<file path="src/rtl/memory_bus_arbiter.sv">
// Round-robin arbiter sharing one DRAM bus among NUM_REQ requesters, one transaction in flight.
// Optional read-response watchdog enabled by defining MEMORY_BUS_ARB_TIMEOUT_EN.
module memory_bus_arbiter #(
  parameter int unsigned NUM_REQ        = 4,
  parameter int unsigned ADDR_W         = 64,
  parameter int unsigned DATA_W         = 64,
  parameter int unsigned SRC_W          = $clog2(NUM_REQ),
  parameter int unsigned TIMEOUT_CYCLES = 1024
) (
  input  logic                           clk,
  input  logic                           reset_n,
  input  logic [NUM_REQ-1:0]             req_valid,
  input  logic [NUM_REQ-1:0]             req_is_write,
  input  logic [NUM_REQ-1:0][ADDR_W-1:0] req_addr,
  input  logic [NUM_REQ-1:0][DATA_W-1:0] req_data,
  output logic [NUM_REQ-1:0]             req_ready,
  output logic [NUM_REQ-1:0]             rsp_valid,
  output logic [DATA_W-1:0]              rsp_data,
  output logic                           rsp_error,
  output logic                           dram_req_valid,
  input  logic                           dram_req_ready,
  output logic                           dram_req_is_write,
  output logic [ADDR_W-1:0]              dram_req_addr,
  output logic [DATA_W-1:0]              dram_req_data,
  output logic [SRC_W-1:0]               dram_req_src,
  input  logic                           dram_rsp_valid,
  input  logic [DATA_W-1:0]              dram_rsp_data,
  input  logic [SRC_W-1:0]               dram_rsp_src,
  output logic                           busy,
  output logic                           err_src_mismatch
);

  typedef enum logic [1:0] {StIdle, StIssue, StWaitResp} state_e;

  state_e              state_q, state_d;
  logic [SRC_W-1:0]    rr_ptr_q;
  logic [SRC_W-1:0]    gnt_idx, cand;
  logic                gnt_found;
  logic                rsp_take, timeout_hit;
  logic                is_write_q;
  logic [ADDR_W-1:0]   addr_q;
  logic [DATA_W-1:0]   data_q;
  logic [SRC_W-1:0]    src_q;
  logic [NUM_REQ-1:0]  rsp_valid_q;
  logic [DATA_W-1:0]   rsp_data_q;
  logic                rsp_error_q;
  logic                err_q;

  // First requesting port at or above rr_ptr, wrapping modulo NUM_REQ.
  always_comb begin
    gnt_found = 1'b0;
    gnt_idx   = '0;
    cand      = '0;
    for (int unsigned i = 0; i < NUM_REQ; i++) begin
      cand = SRC_W'((32'(rr_ptr_q) + i) % NUM_REQ);
      if (!gnt_found && req_valid[cand]) begin
        gnt_found = 1'b1;
        gnt_idx   = cand;
      end
    end
  end

  always_comb begin
    req_ready = '0;
    if (reset_n && state_q == StIdle && gnt_found) req_ready[gnt_idx] = 1'b1;
  end

  assign rsp_take = (state_q == StWaitResp) && dram_rsp_valid;

`ifdef MEMORY_BUS_ARB_TIMEOUT_EN
  logic [31:0] cnt_q;

  always_ff @(posedge clk or negedge reset_n) begin
    if (!reset_n) begin
      cnt_q <= '0;
    end else if (state_q == StIssue && dram_req_ready && !is_write_q) begin
      cnt_q <= '0;
    end else if (state_q == StWaitResp) begin
      cnt_q <= cnt_q + 32'd1;
    end
  end

  // A real response in the same cycle takes priority over the watchdog.
  assign timeout_hit = (state_q == StWaitResp) && !dram_rsp_valid &&
                       (cnt_q == 32'(TIMEOUT_CYCLES - 1));
`else
  assign timeout_hit = 1'b0;
`endif

  always_comb begin
    state_d = state_q;
    unique case (state_q)
      StIdle:     if (gnt_found) state_d = StIssue;
      StIssue:    if (dram_req_ready) state_d = is_write_q ? StIdle : StWaitResp;
      StWaitResp: if (rsp_take || timeout_hit) state_d = StIdle;
      default:    state_d = StIdle;
    endcase
  end

  always_ff @(posedge clk or negedge reset_n) begin
    if (!reset_n) begin
      state_q     <= StIdle;
      rr_ptr_q    <= '0;
      is_write_q  <= 1'b0;
      addr_q      <= '0;
      data_q      <= '0;
      src_q       <= '0;
      rsp_valid_q <= '0;
      rsp_data_q  <= '0;
      rsp_error_q <= 1'b0;
      err_q       <= 1'b0;
    end else begin
      state_q     <= state_d;
      rsp_valid_q <= '0;
      rsp_error_q <= 1'b0;
      if (state_q == StIdle && gnt_found) begin
        rr_ptr_q   <= SRC_W'((32'(gnt_idx) + 32'd1) % NUM_REQ);
        is_write_q <= req_is_write[gnt_idx];
        addr_q     <= req_addr[gnt_idx];
        data_q     <= req_data[gnt_idx];
        src_q      <= gnt_idx;
      end
      if (rsp_take) begin
        rsp_valid_q[src_q] <= 1'b1;
        rsp_data_q         <= dram_rsp_data;
      end else if (timeout_hit) begin
        rsp_valid_q[src_q] <= 1'b1;
        rsp_data_q         <= '0;
        rsp_error_q        <= 1'b1;
      end
      // Stray responses and wrong tags are both flagged; the data still goes to src_q.
      if (dram_rsp_valid && (state_q != StWaitResp || dram_rsp_src != src_q)) err_q <= 1'b1;
    end
  end

  assign dram_req_valid    = (state_q == StIssue);
  assign dram_req_is_write = is_write_q;
  assign dram_req_addr     = addr_q;
  assign dram_req_data     = data_q;
  assign dram_req_src      = src_q;
  assign rsp_valid         = rsp_valid_q;
  assign rsp_data          = rsp_data_q;
  assign rsp_error         = rsp_error_q;
  assign busy              = (state_q != StIdle);
  assign err_src_mismatch  = err_q;

endmodule

</file>
<file path="config.mk">
export PLATFORM = sky130hd
export DESIGN_NAME = memory_bus_arbiter
export DESIGN_NICKNAME = d
export VERILOG_FILES = /design/src/rtl/memory_bus_arbiter.sv
export SDC_FILE = /design/constraint.sdc
export NUM_CORES = 1
export LEC_CHECK = 0
export CAP_MARGIN = 40
export CORE_AREA = 3 3 313 315
export DETAILED_ROUTE_END_ITERATION = 12
export DIE_AREA = 0 0 316 318
export GPL_ROUTABILITY_DRIVEN = 0
export PLACE_DENSITY = 0.34
export SETUP_SLACK_MARGIN = 0.15
export SLEW_MARGIN = 10
export SYNTH_ARGS = -nofsm -noshare
export SYNTH_HDL_FRONTEND = slang
export SYNTH_SLANG_ARGS = --single-unit
</file>
<file path="constraint.sdc">
create_clock -name clk -period 3 [get_ports clk]
set_input_delay 0.6 -clock clk [delete_from_list [all_inputs] [get_ports clk]]
set_output_delay 0.6 -clock clk [all_outputs]
set_load 0.02 [all_outputs]
</file>
==> results.py <==
metrics = {
    "cells_and_area": {
        "nNetsFinal": 2446,
        "syn_to_final_growth_pct": 95.6,
        "final_area_um2": 21700,
        "drive_above_1_share_pct": 9.50,
        "final_cell_mix": "clkdlybuf4s50_1, dfrtp_1, o21ai_0, nor2_1, o22ai_1",
        "layout_commonest_cell": "clkdlybuf4s50_1",
    },
    "synth": {
        "syn_area_um2": 11100,
        "ys_types": 36,
        "synth-seq-cells": 204,
        "avgSynthCellArea_um2": 10.3,
        "yosysTopAreaCellShare_pct": 46.0,
        "synth_edf_count": 0,
        "async_flop_share_pct": 100,
        "synth.area.top_cells": "dfrtp_1, mux2i_1, a221oi_1, o22ai_1, mux2_2",
        "yosysSeqAreaShare_pct": 46.0,
        "synth_top_area_cell": "dfrtp_1",
        "syn_inst": 1082,
        "ys.flop_type": "dfrtp_1",
        "ys_warn_count": 0,
        "syn_nets": 1672,
    },
    "timing": {
        "slew_headroom_pct": 50.6,
        "grt_setup_unrepaired": "yes",
        "hold_viol_final": 0,
        "tightest_slew_ns": 0.741,
        "period_needed_ns": 2.77,
        "worst_slack_ns": 0.233,
        "slew_violations": 0,
        "fmax_mhz": 361,
        "fin_crit_sh_pct": 92.2,
        "setup_violations": 0,
        "finClkSkew_ns": 0.0208,
    },
    "flow_run": {
        "maxCapViolations": 0,
    },
    "worst_setup_path": {
        "reg2reg_from": "rr_ptr_q[0]$_DFFE_PN0P_",
        "critPathLaunchType": "primary input",
        "required_ns": 2.40,
        "critPathLaunch": "req_valid[0]",
        "setup.worst_path.end_class": "output pin",
        "arrival_ns": 2.17,
        "critPathKind": "primary input to output pin",
        "crit_fanout": 7,
    },
    "global_routing": {
        "grt_max_degree": 99,
        "antenna_found_initial": 26,
        "grt_usage_pct": 13.8,
        "grt_pass1_wl_um": 101000,
        "grt_pass1_vias": 13717,
        "gr-total-overflow": 0,
    },
    "detailed_routing": {
        "firstDrtPassIters": 5,
        "drt_wl_total_um": 73400,
        "drcViolationCount": 0,
        "ant_nets": 0,
        "vias_per_cell": 3.97,
        "wire_per_inst_um": 23.3,
        "dr.first_iter.drc_count": 484,
        "vias": 12494,
    },
    "outcome": {
        "status": "complete, no violations",
    },
    "die": {
        "coreArea_um2": 95200,
        "dieArea_um2": 100000,
        "die_h_um": 318,
        "start_util_pct": 11.7,
        "dieWidth_um": 316,
        "num_io_pins": 797,
        "rows": 113,
    },
    "hold_path": {
        "hold_path.startpoint": "err_src_mismatch$_DFFE_PN0P_",
        "min_path_type": "flop to flop",
    },
    "pwr": {
        "vdd_drop_max_v": 0.000466,
        "p_leak_nw": 8.37,
        "powerDensity_nw_per_um2": 974,
    },
    "place": {
        "dpl_cell_area_um2": 20700,
        "pre_cts_slack_ns": -0.0914,
        "hpwl_um": 57400,
        "port_buffers": 795,
    },
    "clock_tree": {
        "clock_latency_ns": 0.60,
        "clkSlewWorstSetupHoldPaths_ns": 0.06,
        "clkSinkCount": 204,
        "clockBufferDepth": 3,
        "clockRootBuffer": "clkbuf_16",
        "htreeDepth": 1,
        "numCtsBuffers": 29,
        "cts_tree": "yes",
    },
}
worst paths after layout:
path                                                 endpoint  slack, ns  depth (start not counted)
worst min register to register   err_src_mismatch$_DFFE_PN0P_       0.46                          1
worst max-delay path                             req_ready[2]       0.23                          6
worst min-delay path             err_src_mismatch$_DFFE_PN0P_       0.46                          1
max in group asynchronous       dram_req_data[48]$_DFFE_PN0P_       1.54                          3
worst max register to register  dram_req_data[24]$_DFFE_PN0P_       0.62                          7
min in group asynchronous       dram_req_data[54]$_DFFE_PN0P_       0.58                          2
flip-flops by register name, summed over array words and instances, names as in the netlist:
register           count
dram_req_data         64
err_src_mismatch       1
rr_ptr_q               2
dram_req_addr         64
dram_req_src           2
rsp_valid              4
rsp_data              64
dram_req_is_write      1
state_q                2
worst max-delay path: stages:
cell             delay, ns
clkdlybuf4s50_1       0.60
nor2b_4               0.23
nor2_1                0.05
o211a_2               0.32
and3_1                0.19
buf_4                 0.15
cells by family after synthesis:
kind of cell    after synthesis  synth area share [%]
mux                         193                  18.1
flops                       204                  46.0
other cells                   1                0.0338
compound gates              404                  24.5
buf+inv                     114                  5.10
xor+xnor                      2                 0.158
simple gates                164                  6.11
synth_stat cells, drive strengths merged (3+ instances only):
cell type / count
a221oi: 129
and3: 5
buf: 54
clkbuf: 56
dfrtp: 204
inv: 4
mux2: 64
mux2i: 129
nand2: 8
nor2: 134
nor2b: 5
nor3b: 3
o21ai: 134
o22ai: 131
area by class of cell:
type	count	area [um^2]
fillers	10241	73400
repair buffers	853	8580
multi-input cells	764	5490
flip-flops and latches	204	5110
well taps	1265	1580
clock buffers	47	873
clock inverters	2	50.0
diodes	7	17.5
inverters	4	15.0
where the power goes:
part | internal, W | total (W) | switching (W)
clock network | 0.00205 | 0.00346 | 0.00141
registers | 0.00412 | 0.00518 | 0.00106
logic | 0.00569 | 0.0125 | 0.00680
total | 0.0119 | 0.0211 | 0.00927
what timing repair did:
item                                    4_1_cts  5_1_grt
endpoints found under the setup margin        4        3
hold buffers                                  1        0
hold endpoints to repair                     30        0
pin swaps                                     2        0
resized for setup                             5        0
buffers inserted                              1        2
layer usage:
layer / vias to the layer above / track usage [%] / wire, um / share of wire (%)
met5: - / 0 / 103 / 0.14
met4: 16 / 3.21 / 1810 / 2.5
met3: 91 / 5.41 / 7370 / 10
met2: 576 / 26.7 / 39400 / 54
met1: 6060 / 13.7 / 24800 / 34
li1: 5751 / - / - / -
stage by stage:
step | cells | setup TNS (ns) | hold slack, ns | utilization [%] | total power [W]
floorplan | 1082 | 0 | 0.304 | - | 0.0115
global placement | 3086 | -0.101 | 0.441 | 21.8 | 0.0179
detailed placement | 3086 | -0.0914 | 0.447 | 21.8 | 0.0180
CTS | 3137 | 0 | 0.469 | 22.8 | 0.0217
global route | 3142 | 0 | 0.486 | 22.8 | 0.0226
finish | 3146 | 0 | 0.461 | 22.8 | 0.0211
(Power assumes the default switching activity.)
